[src/rtl/button_conditioner.sv]
// button_conditioner: synchronises raw buttons/switches, debounces each button
// and emits one-cycle press pulses with optional per-button auto-repeat.
module button_conditioner #(
  parameter int          DEBOUNCE_CYCLES = 100000,
  parameter int          REPEAT_DELAY    = 50000000,
  parameter int          REPEAT_PERIOD   = 10000000,
  parameter logic [3:0]  REPEAT_MASK     = 4'b0011
) (
  input  logic       clk,
  input  logic       rst,
  input  logic [3:0] btn_raw,
  input  logic [4:0] sw_raw,
  output logic [3:0] btn_level,
  output logic [3:0] btn_pulse,
  output logic [4:0] sw_sync
);
  localparam int DW = $clog2(DEBOUNCE_CYCLES + 1);
  localparam int RW = $clog2((REPEAT_DELAY > REPEAT_PERIOD ? REPEAT_DELAY : REPEAT_PERIOD) + 1);
  typedef enum logic [1:0] {IDLE, WAIT, REPEAT} state_t;
  logic [3:0] r_btn_s1, r_btn_s2;
  logic [4:0] r_sw_s1, r_sw_s2;
  always_ff @(posedge clk or posedge rst) begin
    if (rst) begin
      r_btn_s1 <= '0;
      r_btn_s2 <= '0;
      r_sw_s1  <= '0;
      r_sw_s2  <= '0;
    end else begin
      r_btn_s1 <= btn_raw;
      r_btn_s2 <= r_btn_s1;
      r_sw_s1  <= sw_raw;
      r_sw_s2  <= r_sw_s1;
    end
  end
  assign sw_sync = r_sw_s2;
  for (genvar i = 0; i < 4; i++) begin : g_btn
    logic [DW-1:0] r_dcnt;
    logic [RW-1:0] r_rcnt;
    state_t        r_state;
    logic          r_level, r_pulse;
    logic          w_done, w_rise, w_fall, w_fire;
    assign w_done = (r_btn_s2[i] != r_level) && (r_dcnt == DW'(DEBOUNCE_CYCLES - 1));
    assign w_rise = w_done && r_btn_s2[i];
    assign w_fall = w_done && !r_btn_s2[i];
    assign w_fire = (r_state == WAIT && r_rcnt == RW'(REPEAT_DELAY)) ||
                    (r_state == REPEAT && r_rcnt == RW'(REPEAT_PERIOD));
    // a release edge wins over a coinciding repeat fire, so no pulse on release
    always_ff @(posedge clk or posedge rst) begin
      if (rst) begin
        r_dcnt  <= '0;
        r_rcnt  <= '0;
        r_state <= IDLE;
        r_level <= 1'b0;
        r_pulse <= 1'b0;
      end else begin
        r_dcnt  <= (r_btn_s2[i] == r_level || w_done) ? '0 : r_dcnt + 1'b1;
        r_level <= w_done ? r_btn_s2[i] : r_level;
        r_pulse <= w_rise || (w_fire && !w_fall);
        if (w_fall || !REPEAT_MASK[i]) begin
          r_state <= IDLE;
          r_rcnt  <= '0;
        end else if (w_rise) begin
          r_state <= WAIT;
          r_rcnt  <= RW'(1);
        end else if (w_fire) begin
          r_state <= REPEAT;
          r_rcnt  <= RW'(1);
        end else if (r_state != IDLE) begin
          r_rcnt  <= r_rcnt + 1'b1;
        end
      end
    end
    assign btn_level[i] = r_level;
    assign btn_pulse[i] = r_pulse;
  end
endmodule

[config.mk]
export PLATFORM = sky130hd
export DESIGN_NAME = button_conditioner
export DESIGN_NICKNAME = d
export VERILOG_FILES = /design/src/rtl/button_conditioner.sv
export SDC_FILE = /design/constraint.sdc
export NUM_CORES = 1
export LEC_CHECK = 0
export ABC_AREA = 1
export BUFFER_PORTS_ARGS = -buffer_cell sky130_fd_sc_hd__buf_2
export CORE_MARGIN = 2
export CORE_UTILIZATION = 65
export DETAILED_ROUTE_END_ITERATION = 8
export GPL_TIMING_DRIVEN = 0
export HOLD_SLACK_MARGIN = 0.12
export PLACE_DENSITY = 0.83
export SKIP_CTS_REPAIR_TIMING = 1
export SLEW_MARGIN = 20
export SYNTH_ARGS = -nofsm -noshare
export SYNTH_HDL_FRONTEND = slang
export SYNTH_SLANG_ARGS = --single-unit
[constraint.sdc]
create_clock -name clk -period 8.9 [get_ports clk]
set_input_delay 0 -clock clk [delete_from_list [all_inputs] [get_ports clk]]
set_output_delay 0 -clock clk [all_outputs]
set_load 0.005 [all_outputs]
# == Yosys cells after proc, flatten, opt, wreduce, memory -nomap -nowiden ==
# Cells that the tools add are included.
# W data, S select, Z words.
# op_classes
add_sub_neg,6
n_eq_ne,20
n_mux,18
n_reduce_logical,34
# ops
op,count
$mux W26,8
$add A17 B1 Y17 const B,4
$eq A17 B17 Y1 const B,4
$mux W17,4
$add A26 B1 Y26 const B,2
$eq A26 B24 Y1 const B,2
$eq A26 B26 Y1 const B,2
$logic_and A1 B1 Y1,16
$mux W2,6
$logic_or A1 B1 Y1,8
$reduce_bool A4 Y1,2
$reduce_bool A3 Y1,2
$eq A1 B1 Y1,4
$eq A2 B1 Y1 const B,2
$eq A2 B2 Y1 const B,2
$logic_not A1 Y1,4
$ne A1 B1 Y1,4
$reduce_bool A2 Y1,2
# totals
register_bits,150
inputBits,11

# == Longest topological paths before layout ==
# Gate-level depths: netlist (run 1).
# logic_depth
word_depth,6
mapped_depth,12

# == Least setup slack after synthesis (run 1) ==
# No wires, ideal clock.
# synth_path
kind,reg-to-reg
startpoint,register g_btn[0].r_dcnt[0]
endpoint,register g_btn[0].r_rcnt[14]
arrival_time_ns,1.462
path_slack_ns,7.321
stages_incl_launch_ff,10
path_buffers,1
synth_period_minus_slack_ns,1.579
cell_sequence,dfrtp_1 ha_1 nand4_4 nor2_4 nand3_4 nand2_4 buf_6 nand4_1 nor2_1 nor2_1
# synth_via
elab_chain_cells,5
# synth_lines
item,line_no,rtl
start: declaration,37,logic [DW-1:0] r_dcnt;
start signal: assignment,56,r_dcnt <= (r_btn_s2[i] == r_level || w_done) ? '0 : r_dcnt + 1'b1;
$eq A17 B17 Y1 (*),42,assign w_done = (r_btn_s2[i] != r_level) && (r_dcnt == DW'(DEBOUNCE_CYCLES - 1));
$logic_and A1 B1 Y1 (*),42,
$logic_and A1 B1 Y1,43,assign w_rise = w_done && r_btn_s2[i];
$mux W26,62,end else if (w_rise) begin
$mux W26,59,if (w_fall || !REPEAT_MASK[i]) begin
end signal: assignment,69,r_rcnt <= r_rcnt + 1'b1;
end: declaration,38,logic [RW-1:0] r_rcnt;
# Every way passes the cells marked *; elsewhere a longest branch is shown, timed or not.
# A chain may end at the register's enable or synchronous reset.

# == Worst setup path after layout (run 1) ==
# layout_path
startpoint,register g_btn[0].r_rcnt[0]
endpoint,register g_btn[0].r_rcnt[24]
# layout_via
elab_chain_cells,6
# layout_lines
item
"parallel branches: the longest is 6 deep, another holds $add A26 B1 Y26"
# Several ways; the timed one is not identified. The select of a mux whose other input is x is not followed.

==> impl_results.md, run 1 <==
- Die Wd: 116.5 um
- Worst slew margin relative to its limit: 65.51%
- Final Routed Wirelength: between 15000 and 20000 um
- Combined global-route utilization of all metal layers: 29.74%
- Number of nets still failing antenna checks after routing: 0
- Count of cell types in the netlist: 37
- Result of the run: completed
- Count of final setup violators: 0
- R2R Path Start: g_btn[0].r_rcnt[0]
- Worst-path maximum fanout: 5
- Kind of end point of the critical path: flip-flop
- Number of sinks handled by clock tree synthesis: 150
- Category of the critical setup timing path: flip-flop to flip-flop
- Worst hold path type: input port to async pin
- Maximum clock path buffer count: 2
- Total nets after synthesis: ~1100
- RD Place Congestion: 0.9323
- Input/output buffers: 23
- First-pass detailed-route iteration total: 6
- Crit share post-route: 21.32%
- Die area: 13570 um2
- Final critical delay including setup and external delays: 1.898 ns
- Worst Setup EP: g_btn[0].r_rcnt[24]
- Worst-path clk slew: 0.06 ns
- R2r worst-path depth: 10
- Worst R2R Setup Slack: ~7.0 ns
- Worst setup path startpoint: g_btn[0].r_rcnt[0]
- Achievable clock frequency: between 500 and 600 MHz
- TritonCTS clock tree: built
- Initial core utilization: roughly 66%
- Largest family of logic cells by synthesized area: simple AND/OR/NAND/NOR gates
- Pin count of the biggest net entering global routing: 97
- Worst Max-Slew Pin Slew: about 0.52 ns
- Net switching power: 0.3230 mW
- Cell count after synthesis: 1110
- Estimated wirelength of the detail-placed design: 12500 um
- Final count of pins violating max slew: 0
- Placed standard-cell area: 8588 um2
- Number of endpoints with negative hold slack in the final report: 0
- Via count of the first global-routing pass: 6837
- H-tree level count: 4
- Worst path required time: 9.21 ns
- Setup TNS after final layout: 0 ns
- Clock skew: 0.008465 ns
- Total of max-cap violations: 0
- Via count: roughly 7300
- Area inside the core boundary: 12470 um2
- Critical Path Start Type: flip-flop
- Synthesized area: roughly 8200 um2
- Root buffer cell: sky130_fd_sc_hd__clkbuf_16
- Clock Latency Late Sink: approximately 0.44 ns
- Sequential element share of the synthesized area: 45.65%
- Antenna violations before repair: 0
- Number of placed I/O pins: 24
- Average vias per placed instance: 5.435
- Compound-Gate Fraction of Synth Area: 4.458%
- Post-route cell area: 9310 um2
- Wire length of the first global-routing pass: 31530 um
- Setup repair after global routing missed its margin: no
- PwrDens: 161.5 nW/um2
- Mean area per synthesized cell: 7.408 um2
- Number of clock buffers inserted by TritonCTS: 17
- Area fraction in and, or, nand and nor cells after synthesis: 36.96%
- Internal Power: 1.180 mW
- Most frequent standard cell in the layout excluding fill and tap cells: sky130_fd_sc_hd__nand2_1
- Yosys warns: 0
- Share of async-settable or async-resettable flops after synthesis: between 90% and 100%
- Grt total ovfl: 0
- Leakage: roughly 4.3 nW
- Proportion of power drawn by the clock network: 51.3%
- Most used DFF post-synth: sky130_fd_sc_hd__dfrtp_1
- Xor-xnor portion of the synthesized cell area: 2.343%
- Worst IR drop on VDD: 130.9 uV
- Area delta synth->final: 13.22%
- Switching Fraction: between 20% and 30%
- Die height: roughly 120 um
- Number of enable-type register cells in the synthesized netlist: 0
- Number of synthesized register bits: 150
- Data arrival at the endpoint of the critical path: about 2.2 ns
- Multiplexer fraction of the synthesized cell area: 0%
- Synthesized-area fraction occupied by adder cells: approximately 1.2%
- Total inserted antenna cells: 0
- Combinational Power Share: 2.5%
- Commonest non-fill, non-tap cells in the layout: sky130_fd_sc_hd__nand2_1, sky130_fd_sc_hd__nor2_1, sky130_fd_sc_hd__dfrtp_1
- Number of standard-cell rows in the floorplan: between 40 and 50
- Portion of total power attributed to sequential cells: around 46%
- Drc violations: 0
- Initial DRC count: 749
- Ratio of cells with drive above 1 in the final layout: 9.354%
- FF-to-FF End: g_btn[0].r_rcnt[24]
- Average routed wire per standard cell: 13.79 um
- Number of nets in the final layout: 1182
synthesized netlist by cell type (4+ instances only):
master | n | area, um2
sky130_fd_sc_hd__nor3_1 | 68 | 340.3
sky130_fd_sc_hd__nand4_1 | 45 | 281.5
sky130_fd_sc_hd__a21oi_1 | 38 | 190.2
sky130_fd_sc_hd__buf_6 | 7 | 78.83
sky130_fd_sc_hd__nor2_1 | 198 | 743.2
sky130_fd_sc_hd__dfrtp_1 | 150 | 3754
sky130_fd_sc_hd__xor2_1 | 20 | 175.2
sky130_fd_sc_hd__nor4_1 | 10 | 62.56
sky130_fd_sc_hd__ha_1 | 8 | 100.1
sky130_fd_sc_hd__nand2_2 | 5 | 31.28
sky130_fd_sc_hd__o21ai_0 | 14 | 70.07
sky130_fd_sc_hd__nor2_2 | 9 | 56.30
sky130_fd_sc_hd__inv_1 | 146 | 548.0
sky130_fd_sc_hd__nand2_1 | 265 | 994.7
sky130_fd_sc_hd__buf_4 | 11 | 82.58
sky130_fd_sc_hd__buf_2 | 4 | 20.02
sky130_fd_sc_hd__nand3_1 | 68 | 340.3
sky130_fd_sc_hd__inv_2 | 7 | 26.28
routing by layer:
| metal | GRT usage [%] | vias up | share of wire (%) |
|---|---|---|---|
| met3 | 6.435 | 45 | 5.0 |
| met4 | 11.03 | 0 | 2.3 |
| met5 | 0 | - | 0 |
| met2 | 48.88 | 216 | 49 |
| li1 | - | 3648 | - |
| met1 | 39.07 | 3418 | 44 |
final cells by class:
cell class,count,area (um2)
timing repair buffer,34,242.7
clock inverter,11,171.4
fill,973,3156
buffer,23,196.4
sequential,150,3754
multi-input combinational,784,3699
tap,172,215.2
clock buffer,21,450.4
inverter,153,581.8
worst max-delay path, stage by stage, from the launching register on:
cell                      delay, ns
sky130_fd_sc_hd__dfrtp_1       0.41
sky130_fd_sc_hd__ha_1          0.21
sky130_fd_sc_hd__nand2_1       0.10
sky130_fd_sc_hd__nor2_2        0.16
sky130_fd_sc_hd__nand2_2       0.11
sky130_fd_sc_hd__nor2_2        0.16
sky130_fd_sc_hd__nand2_1       0.11
sky130_fd_sc_hd__nor3_1        0.29
sky130_fd_sc_hd__nand3_1       0.11
sky130_fd_sc_hd__nand2_1       0.08
sky130_fd_sc_hd__nor2_1        0.04
state kept, by name, summed over array words and instances, names as in the netlist:
name           flops
g_btn.r_dcnt      68
g_btn.r_level      4
g_btn.r_pulse      4
g_btn.r_rcnt      52
g_btn.r_state      4
r_btn_s1           4
r_btn_s2           4
r_sw_s1            5
sw_sync            5
power groups by stage:
| stage | combinational [mW] | sequential [mW] | clock [mW] |
|---|---|---|---|
| detailed placement | 0.0356 | 0.708 | 0 |
| global route | 0.0443 | 0.696 | 0.808 |
| global placement | 0.0327 | 0.708 | 0 |
| CTS | 0.0357 | 0.695 | 0.781 |
| finish | 0.0375 | 0.695 | 0.771 |
| floorplan | 0.0231 | 0.707 | 0 |
kinds of logic after synthesis:
family / Yosys count
AND/OR/NAND/NOR: 686
adder cells (fa/ha/maj): 8
buffers and inverters: 176
AO/OA/AOI/OAI: 68
XOR/XNOR: 22
flip-flops: 150
stage by stage:
step	power (mW)	setup slack [ns]	utilization, %	instances	hold slack [ns]
2_1_floorplan	0.7301	4.864	-	1110	0.03143
3_3_place_gp	0.7402	3.274	68.61	1305	0.1082
3_5_place_dp	0.7433	7.029	68.89	1306	0.05043
4_1_cts	1.512	7.003	73.88	1338	-0.4058
5_1_grt	1.548	6.846	74.69	1348	0.1663
6_report	1.503	7.002	74.69	1348	0.1368
worst min path at each step:
stage | start | to | slack [ns] | cells after the start
after floorplan | btn_raw[0] | r_btn_s1[0] | 0.03 | 0
after global placement | sw_raw[1] | r_sw_s1[1] | 0.11 | 1
after detailed placement | rst | g_btn[0].r_pulse | 0.05 | 2
after CTS | rst | g_btn[1].r_dcnt[2] | -0.41 | 2
after global routing | rst | g_btn[1].r_dcnt[2] | 0.17 | 3
final | rst | g_btn[0].r_rcnt[3] | 0.14 | 3
Power figures use the tool's default switching activity.
==> run 2, diff against run 1 <==
CORE_UTILIZATION = 63   (was 65)
PLACE_DENSITY = 0.8   (was 0.83)
clock period = 1.9 ns   (was 8.9 ns; I/O delays follow)
==> run 2 against run 1 <==
Effect of this change: worst setup slack lost 6.9 ns; design area grew 1.5%; clock skew rose by 0.0024 ns.
==> impl_results.md, run 2 (synthesis results as in run 1) <==
- Result of the run: completed (unchanged)
- Antenna violations before repair: 0 (unchanged)
- Register with the highest flop count: g_btn.r_dcnt (unchanged)
- Worst hold path type: input port to flip-flop (was input port to async pin)
- Clock Latency Late Sink: 0.43 ns (was 0.44 ns)
- Average routed wire per standard cell: 13.02 um (was 13.79 um)
- Combined global-route utilization of all metal layers: 26.64% (was 29.74%)
- Leakage: 4.324 nW (was 4.274 nW)
- Crit share post-route: 93.97% (was 21.32%)
- Fill count: 1003 (was 973)
- Pin count of the biggest net entering global routing: 35 (was 97)
- Final count of pins violating max slew: 0 (unchanged)
- Kind of end point of the critical path: flip-flop (unchanged)
- Estimated wirelength of the detail-placed design: 12400 um (was 12500 um)
- Depth of the critical timing path with buffers and inverters included: 9 (was 10)
- Worst IR drop on VDD: 1111 uV (was 130.9 uV)
- Placed Cells incl. Taps: 1309 (was 1306)
- Number of endpoints with negative hold slack in the final report: 0 (unchanged)
- Hold Path Depth: 2
- Combinational Power Share: 2.9% (was 2.5%)
- Worst-path clk slew: 0.06 ns (about the same)
- Critical Path Max Stage Delay: 0.39 ns (was 0.41 ns)
- Non-filler instance count after layout: 1357 (was 1348)
- Commonest non-fill, non-tap cells in the layout: sky130_fd_sc_hd__nand2_1, sky130_fd_sc_hd__nor2_1, sky130_fd_sc_hd__dfrtp_1 (unchanged)
- Sum of buffers and inverters on the critical path: 1 (was 0)
- Die Wd: 118.2 um (was 116.5 um)
- Number of placed I/O pins: 24 (unchanged)
- Total inserted antenna cells: 0 (unchanged)
- Net switching power: 1.464 mW (was 0.3230 mW)
- Drc violations: 0 (unchanged)
- Crit-path leading delay family: simple AND/OR/NAND/NOR gates (unchanged)
- Worst-path maximum fanout: 10 (was 5)
- Final critical delay including setup and external delays: 1.785 ns (was 1.898 ns)
- Number of standard-cell rows in the floorplan: 41 (unchanged)
- Final Routed Wirelength: 17670 um (was 18590 um)
- Clock skew: 0.01087 ns (was 0.008465 ns)
- Worst slew margin relative to its limit: 54.68% (was 65.51%)
- Via count: 7330 (was 7327)
- Input/output buffers: 23 (unchanged)
- Placement Setup Slack: 0.02954 ns (was 7.029 ns)
- R2r worst-path depth: 9 (was 10)
- Critical-path cell list: ha_2, nand4_4, nor2_4, nand3_4, nand2_4, buf_6, nand4_1, nor2_1, nor2_1 (was ha_1, nand2_1, nor2_2, nand2_2, nor2_2, nand2_1, nor3_1, nand3_1, nand2_1, nor2_1)
- Critical Path Start Type: flip-flop (unchanged)
- Initial DRC count: 738 (was 749)
- Switching Fraction: 21.26% (was 21.48%)
- Average vias per placed instance: 5.402 (was 5.435)
- Data arrival at the endpoint of the critical path: 2.10 ns (was 2.21 ns)
- Final setup slack of the worst path: 0.1146 ns (was 7.002 ns)
- Root buffer cell: sky130_fd_sc_hd__clkbuf_16 (unchanged)
- Maximum clock path buffer count: 2 (unchanged)
- Count of final setup violators: 0 (unchanged)
- Worst Max-Slew Pin Slew: 0.6784 ns (was 0.5173 ns)
- Number of nets still failing antenna checks after routing: 0 (unchanged)
- Most frequent standard cell in the layout excluding fill and tap cells: sky130_fd_sc_hd__nand2_1 (unchanged)
- First-pass detailed-route iteration total: 5 (was 6)
- Number of sinks handled by clock tree synthesis: 150 (unchanged)
- PwrDens: 728.2 nW/um2 (was 161.5 nW/um2)
- Wire length of the first global-routing pass: 30520 um (was 31530 um)
- Area of all sequential standard cells: 3755 um2 (was 3754 um2)
- Leading registers by flop count: g_btn.r_dcnt: 68 flops, g_btn.r_rcnt: 52 flops (unchanged)
- Number of clock buffers inserted by TritonCTS: 17 (unchanged)
- Number of flip-flops under the largest register name: 68 (unchanged)
- Grt total ovfl: 0 (unchanged)
- Area inside the core boundary: 12670 um2 (was 12470 um2)
- Internal Power: 5.421 mW (was 1.180 mW)
- Most frequent CP cell: sky130_fd_sc_hd__nor2_1 (was sky130_fd_sc_hd__nand2_1)
- Proportion of power drawn by the clock network: 49.8% (was 51.3%)
- Via count of the first global-routing pass: 6847 (was 6837)
- Total of max-cap violations: 0 (unchanged)
- Worst-path cell with the longest stage delay: sky130_fd_sc_hd__dfrtp_1 (unchanged)
- Ratio of cells with drive above 1 in the final layout: 11.14% (was 9.354%)
- Area of combinational cells with multiple inputs: 3766 um2 (was 3699 um2)
- TritonCTS clock tree: built (unchanged)
- Die height: 118.2 um (was 116.5 um)
- Category of the critical setup timing path: flip-flop to flip-flop (unchanged)
- Number of nets in the final layout: 1191 (was 1182)
- H-tree level count: 4 (unchanged)
- Die area: 13980 um2 (was 13570 um2)
- Initial core utilization: 64.90% (was 65.96%)
- Achievable clock frequency: 560.1 MHz (was 527.0 MHz)
- Portion of total power attributed to sequential cells: 47.3% (was 46.2%)
- Area delta synth->final: 14.97% (was 13.22%)
- Worst path required time: 2.22 ns (was 9.21 ns)
- Setup repair after global routing missed its margin: yes (was no)
- RD Place Congestion: 0.9892 (was 0.9323)
## run 2: cell type report
cell class | instances | share of cell area, %
inverter | 153 | 6.114
sequential | 150 | 39.72
clock inverter | 10 | 1.548
timing repair buffer | 43 | 3.600
clock buffer | 22 | 4.804
buffer | 23 | 2.104
tap | 172 | 2.276
multi-input combinational | 784 | 39.84
## run 2: worst paths after layout
| check | from | endpoint | slack (ns) |
|---|---|---|---|
| min in group asynchronous | rst | g_btn[1].r_rcnt[17] | 0.23 |
| hold reg to reg | r_sw_s1[4] | sw_sync[4] | 0.35 |
| setup / recovery | g_btn[0].r_dcnt[0] | g_btn[0].r_rcnt[14] | 0.11 |
| setup reg to reg | g_btn[0].r_dcnt[0] | g_btn[0].r_rcnt[14] | 0.11 |
| max in group asynchronous | rst | g_btn[0].r_rcnt[14] | 0.89 |
| hold / removal | sw_raw[0] | r_sw_s1[0] | 0.21 |
## run 2: layer usage
metal | GRT usage (%) | up-vias | routed length, um
li1 | - | 3678 | -
met1 | 36.62 | 3419 | 8155
met2 | 41.26 | 206 | 8249
met3 | 5.598 | 27 | 967
met4 | 11.07 | 0 | 296
met5 | 0 | - | 0
## run 2: power by group through the flow
| stage | Sequential, mW | Clock [mW] | Combinational, mW |
|---|---|---|---|
| 3_5_place_dp | 3.32 | 0 | 0.181 |
| 2_1_floorplan | 3.31 | 0 | 0.109 |
| 4_1_cts | 3.26 | 3.49 | 0.182 |
| 6_report | 3.26 | 3.43 | 0.199 |
| 3_3_place_gp | 3.31 | 0 | 0.155 |
| 5_1_grt | 3.26 | 3.62 | 0.234 |
## run 2: metrics by stage
step	area [um2]	power [mW]	setup TNS, ns	hold slack (ns)	util [%]
final	9454	6.884	0	0.2072	74.61
after global routing	9454	7.120	-0.04771	0.2004	74.61
after CTS	9238	6.926	-0.002808	-0.3419	72.90
after detailed placement	8637	3.497	0	0.1093	68.16
after global placement	8557	3.470	-132.18	0.1077	67.53
after floorplan	8227	3.421	0	0.03143	-
